[src/rtl/mux_n_to_1_reg.sv]
// Registered N-to-1 mux stage with valid/ready handshake and a two-entry skid buffer.
// Define MUX_SEL_ERR_CNT_EN to add the saturating bad-select counter on Err_Count.
module mux_n_to_1_reg #(
    parameter int WIDTH    = 32,
    parameter int N_INPUTS = 5,
    parameter int SEL_W    = 3
) (
    input  logic                      clk,
    input  logic                      reset,
    input  logic [N_INPUTS*WIDTH-1:0] I,
    input  logic [SEL_W-1:0]          Select,
    input  logic                      in_valid,
    output logic                      in_ready,
    output logic [WIDTH-1:0]          O,
    output logic                      out_valid,
    input  logic                      out_ready,
    output logic                      Sel_Err
`ifdef MUX_SEL_ERR_CNT_EN
    ,
    output logic [7:0]                Err_Count
`endif
);

    logic [WIDTH-1:0] outData_q, outData_d;
    logic             outErr_q, outErr_d;
    logic             outValid_q, outValid_d;
    logic [WIDTH-1:0] skidData_q, skidData_d;
    logic             skidErr_q, skidErr_d;
    logic             skidValid_q, skidValid_d;

    logic [WIDTH-1:0] newData;
    logic             newErr;
    logic             accept;
    logic             drain;

    // Out-of-range selects fall through the loop untouched: zero data, error set.
    always_comb begin
        newData = '0;
        newErr  = 1'b1;
        for (int k = 0; k < N_INPUTS; k++) begin
            if (Select == SEL_W'(k)) begin
                newData = I[k*WIDTH +: WIDTH];
                newErr  = 1'b0;
            end
        end
    end

    assign in_ready = !skidValid_q && !reset;
    assign accept   = in_valid && in_ready;
    assign drain    = outValid_q && out_ready;

    always_comb begin
        outData_d   = outData_q;
        outErr_d    = outErr_q;
        outValid_d  = outValid_q;
        skidData_d  = skidData_q;
        skidErr_d   = skidErr_q;
        skidValid_d = skidValid_q;

        if (!outValid_q || drain) begin
            if (skidValid_q) begin
                outData_d   = skidData_q;
                outErr_d    = skidErr_q;
                outValid_d  = 1'b1;
                skidValid_d = 1'b0;
                if (accept) begin
                    skidData_d  = newData;
                    skidErr_d   = newErr;
                    skidValid_d = 1'b1;
                end
            end else if (accept) begin
                outData_d  = newData;
                outErr_d   = newErr;
                outValid_d = 1'b1;
            end else begin
                outValid_d = 1'b0;
            end
        end else if (accept) begin
            skidData_d  = newData;
            skidErr_d   = newErr;
            skidValid_d = 1'b1;
        end
    end

    always_ff @(posedge clk) begin
        if (reset) begin
            outData_q   <= '0;
            outErr_q    <= 1'b0;
            outValid_q  <= 1'b0;
            skidData_q  <= '0;
            skidErr_q   <= 1'b0;
            skidValid_q <= 1'b0;
        end else begin
            outData_q   <= outData_d;
            outErr_q    <= outErr_d;
            outValid_q  <= outValid_d;
            skidData_q  <= skidData_d;
            skidErr_q   <= skidErr_d;
            skidValid_q <= skidValid_d;
        end
    end

    assign O         = outData_q;
    assign Sel_Err   = outErr_q;
    assign out_valid = outValid_q;

`ifdef MUX_SEL_ERR_CNT_EN
    logic [7:0] errCount_q, errCount_d;

    // Counts at acceptance time, so a stalled bad beat is counted exactly once.
    always_comb begin
        errCount_d = errCount_q;
        if (accept && newErr && (errCount_q != 8'hFF)) begin
            errCount_d = errCount_q + 8'd1;
        end
    end

    always_ff @(posedge clk) begin
        if (reset) begin
            errCount_q <= 8'd0;
        end else begin
            errCount_q <= errCount_d;
        end
    end

    assign Err_Count = errCount_q;
`endif

endmodule

[config.mk]
export PLATFORM = sky130hd
export DESIGN_NAME = mux_n_to_1_reg
export DESIGN_NICKNAME = d
export VERILOG_FILES = /design/src/rtl/mux_n_to_1_reg.sv
export SDC_FILE = /design/constraint.sdc
export NUM_CORES = 1
export LEC_CHECK = 0
export BUFFER_PORTS_ARGS = -buffer_cell sky130_fd_sc_hd__buf_2
export CORE_MARGIN = 2
export CORE_UTILIZATION = 45
export CTS_BUF_LIST = sky130_fd_sc_hd__clkbuf_16
export DETAILED_ROUTE_END_ITERATION = 8
export GPL_TIMING_DRIVEN = 0
export PLACE_DENSITY = 0.83
export SLEW_MARGIN = 5
export SYNTH_ARGS = -nofsm -noshare
export SYNTH_HDL_FRONTEND = slang
export SYNTH_SLANG_ARGS = --single-unit
export TNS_END_PERCENT = 100
[constraint.sdc]
create_clock -name clk -period 1.95 [get_ports clk]
set_clock_uncertainty 0.1 [all_clocks]
set_input_delay 0 -clock clk [delete_from_list [all_inputs] [get_ports clk]]
set_output_delay 0 -clock clk [all_outputs]
set_load 0.02 [all_outputs]
==> run summary, run 1 <==
For the number of buffers inserted by post-CTS setup repair, the log shows 0. The number of CTS-inserted buffers is 9, and the number of detailed-route iterations in the first pass is 6. The congestion estimate from routability-driven global placement came to 0.841.

The synthesized design contains 68 register bits. In this run the core area contains 34 standard-cell rows. Final worst slack: 0.144 ns. Type of the worst min-delay path: input pin to register. The register clock-pin slew on the reported worst setup and hold paths was 0.06 ns; the number of distinct library cells after synthesis was 34. Vertical die dimension: 98.0 um. In the routed design, unresolved DRC markers number 0. Critical path arrival: 1.71 ns. Each instance of the synthesized netlist takes up on average 8.26 sq um. The leakage power total came out at 2.56 nW. The tree is rooted in a sky130_fd_sc_hd__clkbuf_16. The total congestion overflow after global routing was 0. For the maximum clock frequency, the log shows 554 MHz. In this run the count of I/O pins placed on the die edge is 202. Setup violations remaining at the end of the flow were counted as 0. For the total negative slack for setup checks, the log shows 0 ns. For the diode insertion count for antenna repair, the log shows 0. The tools report the iteration-0 DRC count of the detailed router as 405. The power share of the combinational group is 23.5%, and the total die area is 0.00961 sq mm. Counting every sink on the clock net gives 68. The HPWL after detailed placement is 10,400 um. The start-to-end type of the worst setup path is register to output pin. The analysis attributes to net switching a power of 0.00123 W.

Yosys printed 0 warnings. The run gives 4,872 as the number of global-route vias before repair. Dividing the detail-routed via count by the number of cells gives 5.76. TritonCTS built the clock tree. Share of the yosys chip area belonging to registers: 34.2%. Setup repair after global routing left no endpoint under its margin. Clock latency on the worst-skew pair, taken at its later pin, is 0.33 ns.

The relative max-transition margin is 49.4%, and the synthesized instance count is 482. The run finished with clean final reports. Max capacitance violation total: 0. The global-route wire length before repair is 23,400 um. The tools report the nature of the critical path startpoint as a register. For the clock group share of total power, the log shows 39.8%.

The x dimension of the die is 98.0 um. At the pin with the least slew margin, the transition time is 0.759 ns. Buffers placed on the I/O ports in this run total 198. In the final routed layout, each cell accounts on average for 17.8 um. The total nets after synthesis is 649. The logs give 0 for the number of antenna violations at the first check in global routing and 2 for the clock tree buffer depth. Sequential cells burn 36.8% of the power.

The H-tree depth reported by CTS is 3, and the fraction of the cycle the final worst path needs is 92.6%. After layout, the minimum clock period comes to 1.81 ns. After floorplanning, the core was sized to cover 0.00864 sq mm. For this design the ratio of total power to cell area is 706 mW/mm^2. In this run the remaining antenna-violating nets after routing total 0. Number of pins exceeding their max-slew limit in the final report: 0. For the post-placement worst setup slack, the log shows 0.0677 ns. In the final layout, the share of cells above drive strength 1 is 35.8%. In this run the cell area of the synthesized design comes to 0.00398 sq mm.

Summed over all layers, the routed wires come to 15,000 um. The run gives 900 as the net count of the finished layout. Entering global routing, the biggest net connects 14 pins.

The tools report the global router's overall resource usage as 30.5%. The starting utilization of the core area came out at 46.1%. Relative to the synthesized area, the layout overhead comes to 46.7%. In this run the worst path has a maximum fanout of 10.

Net switching is 29.7% of the power. The total count of hold-check failures in the final report came out at 0. Across the VDD grid, the largest voltage drop is 0.438 mV.

The logs give 0.00290 W for the internal power component and 4,876 for the via count. The type of destination of the critical path is an output pin. Data on the critical path is required at its endpoint by 1.85 ns.
power by group through the flow:
stage	logic (W)	clock network (W)	registers [W]
floorplan	0.000433	0	0.00162
global placement	0.000845	0	0.00154
detailed placement	0.000871	0	0.00154
CTS	0.000942	0.00164	0.00151
global route	0.00104	0.00170	0.00152
finish	0.000968	0.00164	0.00151
cell usage after synthesis:
cell | instances | area, sq um
sky130_fd_sc_hd__nor2_1 | 79 | 297
sky130_fd_sc_hd__dfxtp_1 | 68 | 1360
sky130_fd_sc_hd__mux2i_1 | 49 | 490
sky130_fd_sc_hd__o22ai_1 | 36 | 225
sky130_fd_sc_hd__a211oi_1 | 33 | 248
sky130_fd_sc_hd__a21oi_1 | 33 | 165
sky130_fd_sc_hd__nand2_1 | 32 | 120
sky130_fd_sc_hd__buf_2 | 18 | 90.1
sky130_fd_sc_hd__clkbuf_1 | 15 | 56.3
sky130_fd_sc_hd__a211oi_2 | 14 | 175
sky130_fd_sc_hd__inv_1 | 14 | 52.6
sky130_fd_sc_hd__o211ai_1 | 14 | 105
sky130_fd_sc_hd__o2bb2ai_1 | 14 | 123
sky130_fd_sc_hd__o32ai_1 | 14 | 123
sky130_fd_sc_hd__or2_1 | 9 | 56.3
sky130_fd_sc_hd__or2_2 | 6 | 37.5
sky130_fd_sc_hd__buf_4 | 5 | 37.5
sky130_fd_sc_hd__buf_1 | 4 | 15.0
sky130_fd_sc_hd__nor3_1 | 3 | 15.0
sky130_fd_sc_hd__buf_6 | 2 | 22.5
sky130_fd_sc_hd__nand2b_1 | 2 | 12.5
sky130_fd_sc_hd__nand3b_1 | 2 | 15.0
sky130_fd_sc_hd__nor2_2 | 2 | 12.5
sky130_fd_sc_hd__nor2b_1 | 2 | 12.5
sky130_fd_sc_hd__o21ai_0 | 2 | 10.0
sky130_fd_sc_hd__or3b_1 | 2 | 17.5
sky130_fd_sc_hd__a2111oi_0 | 1 | 8.76
sky130_fd_sc_hd__a311oi_1 | 1 | 8.76
sky130_fd_sc_hd__nand3_1 | 1 | 5.00
sky130_fd_sc_hd__nor2_8 | 1 | 20.0
sky130_fd_sc_hd__nor3b_1 | 1 | 7.51
sky130_fd_sc_hd__nor3b_4 | 1 | 18.8
sky130_fd_sc_hd__o221ai_1 | 1 | 8.76
sky130_fd_sc_hd__o31ai_1 | 1 | 7.51
layout make-up:
type,instances,area (sq um)
buffer,44,224
inverter,14,52.6
timing repair buffer,240,1410
multi-input combinational,356,2350
clock buffer,9,225
sequential,68,1360
fill,711,2800
tap,108,135
clock inverter,7,75.1
state kept, by name, indices dropped and copies added, names as in the netlist:
register     cells
O               32
skidData_q      32
Sel_Err          1
out_valid        1
skidErr_q        1
skidValid_q      1
metrics by stage:
stage / hold WS (ns) / power (W) / instances / cell area, sq um / util [%]
2_1_floorplan: 0.0841 / 0.00206 / 482 / 3980 / -
3_3_place_gp: 0.219 / 0.00238 / 788 / 5110 / 59.1
3_5_place_dp: 0.234 / 0.00241 / 788 / 5110 / 59.1
4_1_cts: 0.00372 / 0.00410 / 846 / 5830 / 67.5
5_1_grt: 0.0321 / 0.00426 / 846 / 5840 / 67.6
6_report: 0.0129 / 0.00412 / 846 / 5840 / 67.6
worst max-delay path, cell delays in order, from the launching register on:
cell and delay (ns):
sky130_fd_sc_hd__dfxtp_1 0.38, sky130_fd_sc_hd__clkbuf_1 0.40, sky130_fd_sc_hd__clkbuf_2 0.33, sky130_fd_sc_hd__nor2_1 0.07, sky130_fd_sc_hd__buf_2 0.19
kinds of logic (layout without fill, tap and decap cells):
group	count (synthesis)	after routing	share of synthesized area, %
simple gates	143	143	16.3
mux	49	49	12.3
compound gates	164	164	30.3
flops	68	68	34.2
buf+inv	58	314	6.88
worst paths after layout:
path,startpoint,end,slack (ns),depth (start not counted)
worst max-delay path,skidValid_q$_SDFFE_PP0P_,in_ready,0.14,4
worst min-delay path,I[44],skidData_q[12]$_SDFFE_PP0P_,0.01,3
worst max register to register,skidValid_q$_SDFFE_PP0P_,O[20]$_SDFFE_PP0P_,0.15,5
worst min register to register,skidErr_q$_SDFFE_PP0P_,skidErr_q$_SDFFE_PP0P_,0.37,2
layer usage:
metal  up-vias  global-route usage, %  part of all wire, %
met4         0                   15.7                  4.3
met3        59                   6.59                  8.4
li1       2283                      -                    -
met1      2259                   35.0                   38
met2       275                   53.0                   49
met5         -                      0                    0
timing repair:
action,4_1_cts,5_1_grt
hold buffers,42,0
gates resized for setup,0,6
endpoints found under the hold margin,44,0
setup endpoints to repair,0,21
cell usage in the layout, fill, tap and decap left out, drive strengths merged:
cell         synthesis  final
a2111oi              1      1
a211oi              47     47
a21oi               33     33
a311oi               1      1
buf                 29    227
bufinv               0      1
clkbuf              15     24
clkinv               0      3
clkinvlp             0      2
dfxtp               68     68
dlygate4sd3          0     42
inv                 14     15
mux2i               49     49
nand2               32     32
nand2b               2      2
nand3                1      1
nand3b               2      2
nor2                82     82
nor2b                2      2
nor3                 3      3
nor3b                2      2
o211ai              14     14
o21ai                2      2
o221ai               1      1
o22ai               36     36
o2bb2ai             14     14
o31ai                1      1
o32ai               14     14
or2                 15     15
or3b                 2      2
Power figures use the tool's default switching activity.
==> inputs of run 2 (changes only) <==
--- a/config.mk
+++ b/config.mk
@@ -9,8 +9,10 @@
 export CORE_MARGIN = 2
 export CORE_UTILIZATION = 45
 export CTS_BUF_LIST = sky130_fd_sc_hd__clkbuf_16
+export CTS_CLUSTER_SIZE = 12
 export DETAILED_ROUTE_END_ITERATION = 8
 export GPL_TIMING_DRIVEN = 0
+export MAX_ROUTING_LAYER = met4
 export PLACE_DENSITY = 0.83
 export SLEW_MARGIN = 5
 export SYNTH_ARGS = -nofsm -noshare
==> run summary, run 2 (synthesis gave the netlist of run 1 again) <==
The layout has 711 filler cells. The diode insertion count for antenna repair was 0; the worst path buffer plus inverter count was 2. Across all layers, the routed design uses 4,880 vias. After floorplanning, the core was sized to cover 0.00864 sq mm. The run gives 0.143 ns as the final worst slack. The first global-routing pass estimated 23,300 um of wire. Across the run, the number of max-cap violations was 0.

The average vias per placed instance was 5.77. The run finished with clean final reports. VDD sags by at most 0.438 mV. The run gives 0.32 ns as the clock insertion delay at the later pin of the skew report. The clock group share of total power was 39.6%; the total power per unit cell area was 704 mW/mm^2. For the number of CTS-inserted buffers, the log shows 9. The run gives 900 as the net count of the finished layout. Clock tree synthesis selected as its root buffer the cell sky130_fd_sc_hd__clkbuf_16. Cell repeated most along the worst path: sky130_fd_sc_hd__buf_2.

Entering global routing, the biggest net connects 14 pins. The worst path uses 92.7% of the clock period. The run gives 36.8% as the sequential fraction of design power. Port buffering added 198 buffers.

202 I/O pins were placed. Setup repair after global routing left no endpoint under its margin. Headroom to the max-slew limit came out at 49.5%.

Global routing consumed, over all layers together, 31.4% of the routing resources. In this run the number of H-tree levels came out at 3. The slowest cell on the critical path was sky130_fd_sc_hd__or3b_1. STA puts the critical path data arrival time at 1.88 ns. Traced cell by cell, the critical path runs through or3b_1, buf_2, nor2_4, buf_2, a211oi_1. In the routed design, unresolved DRC markers number 0. From bottom edge to top edge, the die measures 98.0 um.

The peak fanout along the critical path works out to 10. The remaining antenna violation count is 0, and the combined flip-flop and latch cell area is 0.00136 sq mm. The register clock-pin slew on the reported worst setup and hold paths was 0.06 ns.

For the worst setup path, the data required time is 2.02 ns. Among cell families on the critical path, the largest total delay comes from simple AND/OR/NAND/NOR gates. The transition time of the tightest slew-check pin works out to 0.758 ns. In the layout the commonest cells are 216 x sky130_fd_sc_hd__buf_2, 79 x sky130_fd_sc_hd__nor2_1, 68 x sky130_fd_sc_hd__dfxtp_1. The overall power after layout is 0.00411 W, and the clock tree buffer depth is 2.

TritonCTS built the clock tree. For the internal power component, the log shows 0.00290 W. Detailed placement finished with a half-perimeter wire length of 10,400 um.

Of the total power, the share spent switching nets is 29.5%. The run gives 0.0677 ns as the post-placement worst setup slack. The run gives 0 as the number of pins exceeding their max-slew limit in the final report.

Type of the worst min-delay path: input pin to register. The x dimension of the die is 98.0 um. The tools report the clock net sink count as 68.

The maximum cell stage delay along the critical path was 0.37 ns. Power share of the combinational group: 23.6%. Cells with a size suffix above 1 make up 35.8% of the layout. Counting I/O delays and the setup requirement, the final critical path takes 1.81 ns. Footprint of the multi-input gates: 0.00235 sq mm.

The congestion estimate from routability-driven global placement came to 0.854. The start-to-end type of the worst setup path was register to register. The number of antenna violations at the first check in global routing came out at 0. The tools report the type of destination of the critical path as a register. The finished cells cover 0.00584 sq mm.

Setup total negative slack on the finished layout was measured at 0 ns. The floorplan step defined a die boundary enclosing 0.00961 sq mm. The logs give 15,000 um for the final wirelength and 0 for the setup-violating endpoint count in the final report.

The area added between synthesis and finish is 46.7%. Dividing the detail-routed wire length by the instance count gives 17.8 um. The maximum clock frequency was 553 MHz. The total congestion overflow after global routing was 0. The logs give 0.00511 sq mm for the standard cell area after detailed placement and 0 for the total count of hold-check failures in the final report. Summed over all nets, the switching power comes to 0.00122 W.

In this run the static leakage power is 2.56 nW. Number of global-route vias before repair: 4,874. The tools report the starting utilization of the core area as 46.1%. The number of standard-cell rows in the floorplan is 34. Leaving out fill and tap cells, the most frequent cell in the layout is sky130_fd_sc_hd__buf_2. For this block, the initial DRC count from the detailed router was 310.

The first detailed-routing pass took 5 iterations. The nature of the critical path startpoint is a register.
run 2: power by group through the flow:
stage	logic [W]	registers, W	clock network, W
2_1_floorplan	0.000433	0.00162	0
3_3_place_gp	0.000845	0.00154	0
3_5_place_dp	0.000871	0.00154	0
4_1_cts	0.000942	0.00151	0.00164
5_1_grt	0.00104	0.00152	0.00170
6_report	0.000969	0.00151	0.00163
run 2: stage by stage:
step	hold slack [ns]	util, %	std cells
4_1_cts	0.00372	67.5	846
3_3_place_gp	0.219	59.1	788
2_1_floorplan	0.0841	-	482
5_1_grt	0.0321	67.6	846
6_report	0.0179	67.6	846
3_5_place_dp	0.234	59.1	788
run 2: per-layer routing:
layer | GRT usage [%] | share of wire (%) | vias to the layer above
met3 | 6.23 | 7.4 | 55
met4 | 15.7 | 4.1 | 0
li1 | - | - | 2284
met5 | - | 0 | -
met1 | 35.2 | 39 | 2274
met2 | 53.1 | 50 | 267
run 2: timing repair:
| item | 4_1_cts | 5_1_grt |
|---|---|---|
| hold endpoints to repair | 44 | 0 |
| endpoints found under the setup margin | 0 | 21 |
| setup buffers | 0 | 0 |
| resized for setup | 0 | 6 |
| hold buffers | 42 | 0 |
run 2: layout make-up:
class                   instances  area share (%)
multi-input cells             356            40.3
repair buffers                240            24.2
flip-flops and latches         68            23.3
clock buffers                   9            3.86
plain buffers                  44            3.84
well taps                     108            2.31
clock inverters                 7            1.29
inverters                      14           0.900
run 2: tightest hold or removal path: cells and delay by family:
| family | cells | cell delay [ns] |
|---|---|---|
| AOI/OAI and AO/OA | 2 | 0.32 |
| buffers and inverters | 1 | 0.08 |
run 2: final timing paths:
check                                              start                          end  slack [ns]  depth (start not counted)
worst max register to register  skidValid_q$_SDFFE_PP0P_           O[12]$_SDFFE_PP0P_        0.14                          5
worst min register to register    skidErr_q$_SDFFE_PP0P_       skidErr_q$_SDFFE_PP0P_        0.37                          2
worst max-delay path            skidValid_q$_SDFFE_PP0P_           O[12]$_SDFFE_PP0P_        0.14                          5
worst min-delay path                               I[44]  skidData_q[12]$_SDFFE_PP0P_        0.02                          3
